<file path="src/rtl/serial_add_pkg.sv">
// Shared types and defaults for the bit-serial adder controller.
// Latency: n/a (declarations only).
// Backpressure: n/a.
package serial_add_pkg;

    // Default operand width, shared by the board top, the controller and the bench.
    localparam int WIDTH_DEF = 4;

    // Controller states; the encoding is private to the controller.
    typedef enum logic [1:0] {
        IDLE = 2'd0,
        RUN  = 2'd1,
        DONE = 2'd2
    } state_t;

endpackage

</file>
<file path="src/rtl/serial_add_ctrl_if.sv">
// Request/result bundle between a requester (switches/button or test FSM) and the serial adder.
// Latency: n/a (wires only).
// Backpressure: start/busy/done handshake; the requester holds start until busy or done says accepted.
interface serial_add_ctrl_if #(
    parameter int WIDTH = serial_add_pkg::WIDTH_DEF
);

    logic             start;
    logic [WIDTH-1:0] a;
    logic [WIDTH-1:0] b;
    logic             busy;
    logic             done;
    logic [WIDTH-1:0] sum;
    logic             cout;

    // Requester side: drives operands and start, observes status and result.
    modport master (
        output start,
        output a,
        output b,
        input  busy,
        input  done,
        input  sum,
        input  cout
    );

    // Adder side: consumes operands and start, reports status and result.
    modport slave (
        input  start,
        input  a,
        input  b,
        output busy,
        output done,
        output sum,
        output cout
    );

endinterface

</file>
<file path="src/rtl/serial_add_ctrl_fa_bit.sv">
// One-bit full adder slice, reused every cycle by the serial controller.
// Latency: purely combinational, zero cycles.
// Backpressure: none.
module fa_bit (
    input  logic a,
    input  logic b,
    input  logic cin,
    output logic s,
    output logic co
);

    logic p;

    // Propagate term shared by the sum and the carry.
    assign p  = a ^ b;
    assign s  = p ^ cin;
    assign co = (a & b) | (cin & p);

endmodule

</file>
<file path="src/rtl/serial_add_ctrl.sv">
// Bit-serial adder: steps one full-adder slice over WIDTH cycles, LSB first, carry held between cycles.
// Latency: start accepted at edge E0, sum/cout/done valid right after edge E0+WIDTH.
// Backpressure: start ignored while busy; done holds until the next accepted start.
module serial_add_ctrl
    import serial_add_pkg::*;
#(
    parameter int WIDTH = WIDTH_DEF,
    parameter int CNT_W = $clog2(WIDTH)
) (
    input logic              clk,
    input logic              rst,
    serial_add_ctrl_if.slave bus
);

    localparam logic [CNT_W-1:0] LAST_IDX = CNT_W'(WIDTH - 1);

    state_t           state;
    state_t           state_nxt;

    // FSM decodes that steer the datapath.
    logic             load;
    logic             step;
    logic             last;

    // Operand shift registers, partial sum, carry and bit index.
    logic [WIDTH-1:0] sa;
    logic [WIDTH-1:0] sb;
    logic [WIDTH-1:0] ps;
    logic [WIDTH-1:0] ps_nxt;
    logic             carry;
    logic [CNT_W-1:0] idx;

    // Result registers; only updated on the final RUN edge.
    logic [WIDTH-1:0] sum_q;
    logic             cout_q;

    // Slice outputs for the current bit.
    logic             slice_s;
    logic             slice_co;

    fa_bit u_fa (
        .a   (sa[0]),
        .b   (sb[0]),
        .cin (carry),
        .s   (slice_s),
        .co  (slice_co)
    );

    // New sum bit enters at the MSB; after WIDTH steps bit 0 lands in ps[0].
    assign ps_nxt = (ps >> 1) | {slice_s, {(WIDTH-1){1'b0}}};

    // State register.
    always_ff @(posedge clk or posedge rst) begin
        if (rst) begin
            state <= IDLE;
        end else begin
            state <= state_nxt;
        end
    end

    // Next-state and datapath control; DONE accepts start exactly like IDLE.
    always_comb begin
        state_nxt = state;
        load      = 1'b0;
        step      = 1'b0;
        last      = 1'b0;
        case (state)
            IDLE, DONE: begin
                if (bus.start) begin
                    load      = 1'b1;
                    state_nxt = RUN;
                end
            end
            RUN: begin
                step = 1'b1;
                if (idx == LAST_IDX) begin
                    last      = 1'b1;
                    state_nxt = DONE;
                end
            end
            default: begin
                state_nxt = IDLE;
            end
        endcase
    end

    // Operand capture and per-bit shifting; idx is parked at zero after the last bit.
    always_ff @(posedge clk or posedge rst) begin
        if (rst) begin
            sa    <= '0;
            sb    <= '0;
            ps    <= '0;
            carry <= 1'b0;
            idx   <= '0;
        end else if (load) begin
            sa    <= bus.a;
            sb    <= bus.b;
            carry <= 1'b0;
            idx   <= '0;
        end else if (step) begin
            sa    <= sa >> 1;
            sb    <= sb >> 1;
            ps    <= ps_nxt;
            carry <= slice_co;
            idx   <= last ? '0 : idx + 1'b1;
        end
    end

    // Result capture; holds the previous answer for the whole of the next RUN.
    always_ff @(posedge clk or posedge rst) begin
        if (rst) begin
            sum_q  <= '0;
            cout_q <= 1'b0;
        end else if (last) begin
            sum_q  <= ps_nxt;
            cout_q <= slice_co;
        end
    end

    // Status is decoded from registered state only.
    assign bus.busy = (state == RUN);
    assign bus.done = (state == DONE);
    assign bus.sum  = sum_q;
    assign bus.cout = cout_q;

endmodule

</file>
<file path="src/flat_wrapper.sv">
// flat-port wrapper written by rule: the top's interface ports become plain ports
module serial_add_ctrl_flat import serial_add_pkg::*;
#(
    parameter int WIDTH = WIDTH_DEF,
    parameter int CNT_W = $clog2(WIDTH)
)
  (clk, rst, bus_start, bus_a, bus_b, bus_busy, bus_done, bus_sum, bus_cout);
  serial_add_ctrl_if #(.WIDTH(WIDTH)) bus_i ();
  input logic clk;
  input logic rst;
  input wire logic [$bits(bus_i.start)-1:0] bus_start;
  input wire logic [$bits(bus_i.a)-1:0] bus_a;
  input wire logic [$bits(bus_i.b)-1:0] bus_b;
  output wire logic [$bits(bus_i.busy)-1:0] bus_busy;
  output wire logic [$bits(bus_i.done)-1:0] bus_done;
  output wire logic [$bits(bus_i.sum)-1:0] bus_sum;
  output wire logic [$bits(bus_i.cout)-1:0] bus_cout;
  assign bus_i.start = bus_start;
  assign bus_i.a = bus_a;
  assign bus_i.b = bus_b;
  assign bus_busy = bus_i.busy;
  assign bus_done = bus_i.done;
  assign bus_sum = bus_i.sum;
  assign bus_cout = bus_i.cout;
  serial_add_ctrl #(.WIDTH(WIDTH), .CNT_W(CNT_W)) u_core (.clk(clk), .rst(rst), .bus(bus_i));
endmodule
</file>
<file path="config.mk">
export PLATFORM = sky130hd
export DESIGN_NAME = serial_add_ctrl_flat
export DESIGN_NICKNAME = d
export VERILOG_FILES = /design/src/rtl/serial_add_pkg.sv /design/src/rtl/serial_add_ctrl_if.sv /design/src/rtl/serial_add_ctrl_fa_bit.sv /design/src/rtl/serial_add_ctrl.sv /design/src/flat_wrapper.sv
export SDC_FILE = /design/constraint.sdc
export NUM_CORES = 1
export LEC_CHECK = 0
export ABC_CLOCK_PERIOD_IN_PS = 1900
export BUFFER_PORTS_ARGS = -buffer_cell sky130_fd_sc_hd__buf_4
export CORE_MARGIN = 2
export CORE_UTILIZATION = 53
export CTS_CLUSTER_DIAMETER = 80
export DETAILED_ROUTE_END_ITERATION = 10
export PLACE_DENSITY = 0.76
export SLEW_MARGIN = 20
export SYNTH_ARGS = -nofsm -noshare
export SYNTH_HDL_FRONTEND = slang
export SYNTH_SLANG_ARGS = --single-unit
</file>
<file path="constraint.sdc">
create_clock -name clk -period 1.9 [get_ports clk]
set_clock_uncertainty 0.15 [all_clocks]
set_input_delay 0.095 -clock clk [delete_from_list [all_inputs] [get_ports clk]]
set_output_delay 0.095 -clock clk [all_outputs]
set_load 0.05 [all_outputs]
</file>
== Word level (Yosys, flattened, before mapping) ==
Index checks and enable logic that the tools add are counted.
Widths: inputs -> output; s select.

* Add/subtract/negate cells: 1
* Equality and inequality tests: 5
* Muxes and demuxes: 17
* Bitwise operators: 7
* Reduce and logical (&&, ||, !) cells: 5

{| class="wikitable"
|+ Operator list
! cell !! number
|-
| $mux 4 || 4
|-
| $mux 2 || 5
|-
| $mux 1 || 7
|-
| $eq 2x2->1 const B || 2
|-
| $or 3x4->4 || 1
|-
| $pmux 2 s2 || 1
|-
| $reduce_and 2->1 || 2
|-
| $add 2x1->2 const B || 1
|-
| $and 1x1->1 || 2
|-
| $eq 2x1->1 const B || 1
|-
| $logic_not 2->1 || 1
|-
| $ne 2x1->1 const B || 1
|-
| $ne 2x2->1 const B || 1
|-
| $reduce_bool 2->1 || 1
|-
| $reduce_or 2->1 || 1
|-
| $xor 1x1->1 || 2
|-
| $not 1->1 || 1
|-
| $or 1x1->1 || 1
|}

* Register bits after elaboration: 22
* Bits of input ports: 11
* Output and inout bits: 7
* Word-level logic and storage cells: 43

== Longest topological paths before layout ==
* Depth in word-level cells: 6
* Gate-level depth with buffers: 5
* Mapped depth without buffers: 3

== By module ==
A second synthesis with hierarchy kept.

* Cells, all modules: 81
* Area, all modules: 943.4 µm²

{| class="wikitable"
|+ Modules (own cells, without submodules)
! module !! times used !! cells each !! area each (µm²) !! sequential area each (µm²)
|-
| serial_add_ctrl || 1 || 80 || 923.4 || 525.5
|-
| fa_bit || 1 || 1 || 20.0 || 0.0
|}

== Least setup slack after synthesis ==
OpenSTA, ideal clock, no wires.

* Kind: reg-to-reg
* From: reg u_core.state[1]
* To: reg u_core.state[1]
* Library setup time: 0.070 ns
* Arrival: 1.436 ns
* Required time: 1.680 ns
* Slack: 0.244 ns
* Cell stages (with the launch flop): 4
* Path buffers: 1
* Period minus slack after synthesis: 1.656 ns
* Cells stage by stage: dfrtp_1 -> buf_6 -> nor2b_1 -> a22o_1

* Word-level cells in the longest chain between the ends: 4
* Elaborated cells on any way between the ends: 8
* Classes of those cells: 4 x eq/ne; 1 x mux; 3 x reduce/logical

{| class="wikitable"
|+ RTL lines
! what !! RTL line !! source
|-
| from (decl) || serial_add_ctrl.sv:17 || <nowiki>state_t state;</nowiki>
|-
| from (signal assigned) || serial_add_ctrl.sv:57 || <nowiki>state <= state_nxt;</nowiki>
|-
| $eq 2x2->1 (*) || - ||
|-
| net bus_done || flat_wrapper.sv:15 || <nowiki>output wire logic [$bits(bus_i.done)-1:0] bus_done;</nowiki>
|-
| $reduce_or 2->1 (*) || serial_add_ctrl.sv:67 || <nowiki>case (state)</nowiki>
|-
| $ne 2x2->1 (no source line) || - ||
|-
| $reduce_and 2->1 (no source line) || - ||
|}

The timed path passes the listed nets; every way through them passes the cells marked *.
A chain may end at the register's enable or synchronous reset.

== Worst setup path in the final report ==
* From: reg u_core.state[1]
* To: out bus_busy

* Word-level cells in the longest chain between the ends: 1

{| class="wikitable"
|+ RTL lines
! what !! RTL line !! source
|-
| $eq 2x1->1 || serial_add_ctrl.sv:121 || <nowiki>assign bus.busy = (state == RUN);</nowiki>
|-
| to (decl) || flat_wrapper.sv:14 || <nowiki>output wire logic [$bits(bus_i.busy)-1:0] bus_busy;</nowiki>
|}

Every way passes these cells.

==> results.cfg <==
[drt]
vias_per_cell = 5.344
totalWireLength_um = 1804
ant_nets = 0
drt-met1-wl_um = 844
drt_iter0_drc = 11
wl_met3_um = 64
drcViolationCount = 0
drtPass1Iterations = 4
wl_met2_um = 885
top_layer = met4
vias = 684
routedWlPerCell_um = 14.09

[setup_path]
cp_data_required_time_ps = 1650
max_stage_delay_ps = 530
path_cells = nor2b_4 -> buf_4
crit_slowest_cell = dfrtp_1
path_class = reg2out
worstPathMaxFanout = 13
end_kind = output pin
worst_setup_path_start_kind = register
crit_arrival_ps = 1500

[grt]
grt_pass1_vias = 623
grt_max_degree = 22
grt_usage_pct = 19.39
antenna_found_initial = 0
globalRouteOverflowTotal = 0
grt_pass1_wl_um = 2987

[finish]
layout_commonest_cell = dfrtp_1
layout_common_cells = dfrtp_1 (21), buf_4 (18), dlygate4sd3_1 (10)
nNetsFinal = 117
n_fill_cell = 130
syn2layout_area_growth_pct = 26.36
layout-drive-gt1-share_pct = 29.13
antenna_cells = 0

[power_and_ir_drop]
power.total_mw = 2.161
p_per_area_nw_per_um2 = 1733
total_leakage_power_nw = 0.5983
ir_worst_vdd_mv = 0.8775

[clock_network]
cts_max_level = 1
cts_sinks = 21
numCtsBuffers = 3
insertion_delay_ps = 300
path_clk_slew_ps = 120
cts_root_buffer = clkbuf_4
cts_hold_repair.buffers = 10
tritoncts = done
clock_path_buffers = 2
cts_setup_buffers = 0
cts_resized = 0

[yosys]
ys.warnings.count = 0
syn_area_um2 = 987.2
yosysUniqueCellTypes = 23
synth_nets = 88
yosysSeqAreaShare_pct = 53.23
syn-mean-instance-area_um2 = 13.16
netlist_instances = 75
ys_ff_latch = 21

[timing]
fmax_ghz = 0.5743
drv_slew = 0
tightest_slew_ps = 797.5
setup_violations = 0
relSlewSlack_pct = 46.78
fin_ws_ps = 158.9
min_period_ps = 1741
hold_viol = 0
rsz0062_at_grt = false
post-route-period-util_pct = 91.64
tns_ps = 0

[placement]
place_congestion = 0.6868
hpwl_um = 1150
port_buffers = 17
pre_cts_ws_ps = 296.2

[die]
fp.dieArea_um2 = 2224
io_pins = 18
start_util_pct = 56.56
dieHeight_um = 47.16
num_rows = 15
core_area_um2 = 1745
fp.dieW_um = 47.16

[run_status]
status = completed

[min_path]
min_path_type = in2async

[run]
drv_cap = 0
-- registers in the layout (all words and copies together) (netlist names) --
signal	flops
u_core.bus.sum	4
u_core.sa	4
u_core.idx	2
u_core.ps	3
u_core.bus.cout	1
u_core.sb	4
u_core.state	2
u_core.carry	1
-- final timing paths --
check                                     to  cells after the start       startpoint  slack (ps)
setup / recovery                    bus_busy                      2  u_core.state[1]         160
hold / removal                  u_core.sb[0]                      3              rst         350
setup reg to reg           u_core.bus.sum[2]                      3  u_core.state[1]         270
hold reg to reg                 u_core.ps[1]                      1     u_core.ps[1]         370
max in group asynchronous  u_core.bus.sum[2]                      3              rst         760
min in group clk                u_core.ps[1]                      1     u_core.ps[1]         370
-- cell families (layout without fill, tap and decap cells) --
family / Yosys count / after routing / share of synthesized area (%)
and+or+nand+nor: 12 / 12 / 8.364
buffers and inverters: 8 / 36 / 4.816
adders and majority gates: 2 / 2 / 3.295
AOI/OAI and AO/OA: 18 / 18 / 13.18
DFF: 21 / 21 / 53.23
muxes: 14 / 14 / 17.11
-- metal layers --
metal	GRT usage, %	vias up
met4	3.333	0
met2	31.23	18
met3	3.462	2
li1	-	329
met1	27.94	335
met5	0	-
-- worst max-delay path: cells and delay by family (launching register included) --
family                 cells  cell delay, ps
and+or+nand+nor            1             390
DFF                        1             530
buffers and inverters      1             270
-- Yosys cell counts --
cell type  count  area share (%)
nand2_4        1             1.1
nor2b_4        1             1.4
inv_1          3             1.1
mux2i_1        6             6.1
a21oi_1        4             2.0
ha_1           1             1.3
nor2b_1        5             3.2
a21oi_2        1            0.89
and3_1         2             1.3
inv_2          1            0.38
buf_2          2             1.0
dfrtp_1       21              53
a22o_1         4             3.5
mux2_1         3             3.4
nor2_1         1            0.38
a221o_1        2             2.0
o22ai_1        1            0.63
fa_1           1             2.0
nand3_1        2             1.0
mux2_4         5             7.6
buf_6          2             2.3
a211oi_1       4             3.0
o21ai_1        2             1.0
-- cell type report --
type	instances	area (um2)	share of cell area [%]
multi-input combinational	46	414.1	33.20
sequential	21	525.5	42.13
tap	25	31.28	2.508
inverter	4	15.01	1.204
timing repair buffer	28	235.2	18.86
clock buffer	4	26.28	2.106
-- stage by stage --
| step | hold WS [ps] | util (%) | instances | instance area, um2 |
|---|---|---|---|---|
| after global routing | 392.3 | 71.47 | 128 | 1247 |
| after floorplan | -78.47 | - | 75 | 987.2 |
| after CTS | 359.1 | 71.47 | 128 | 1247 |
| final | 345.2 | 71.47 | 128 | 1247 |
| after global placement | 129.4 | 64.23 | 114 | 1121 |
| after detailed placement | 143.4 | 64.23 | 114 | 1121 |
-- where the power goes --
group	switching (mW)	internal, mW	leakage (nW)
clock	0.130	0.0818	0.0150
combinational	0.606	0.506	0.327
sequential	0.171	0.666	0.256
Power figures use the tool's default switching activity.
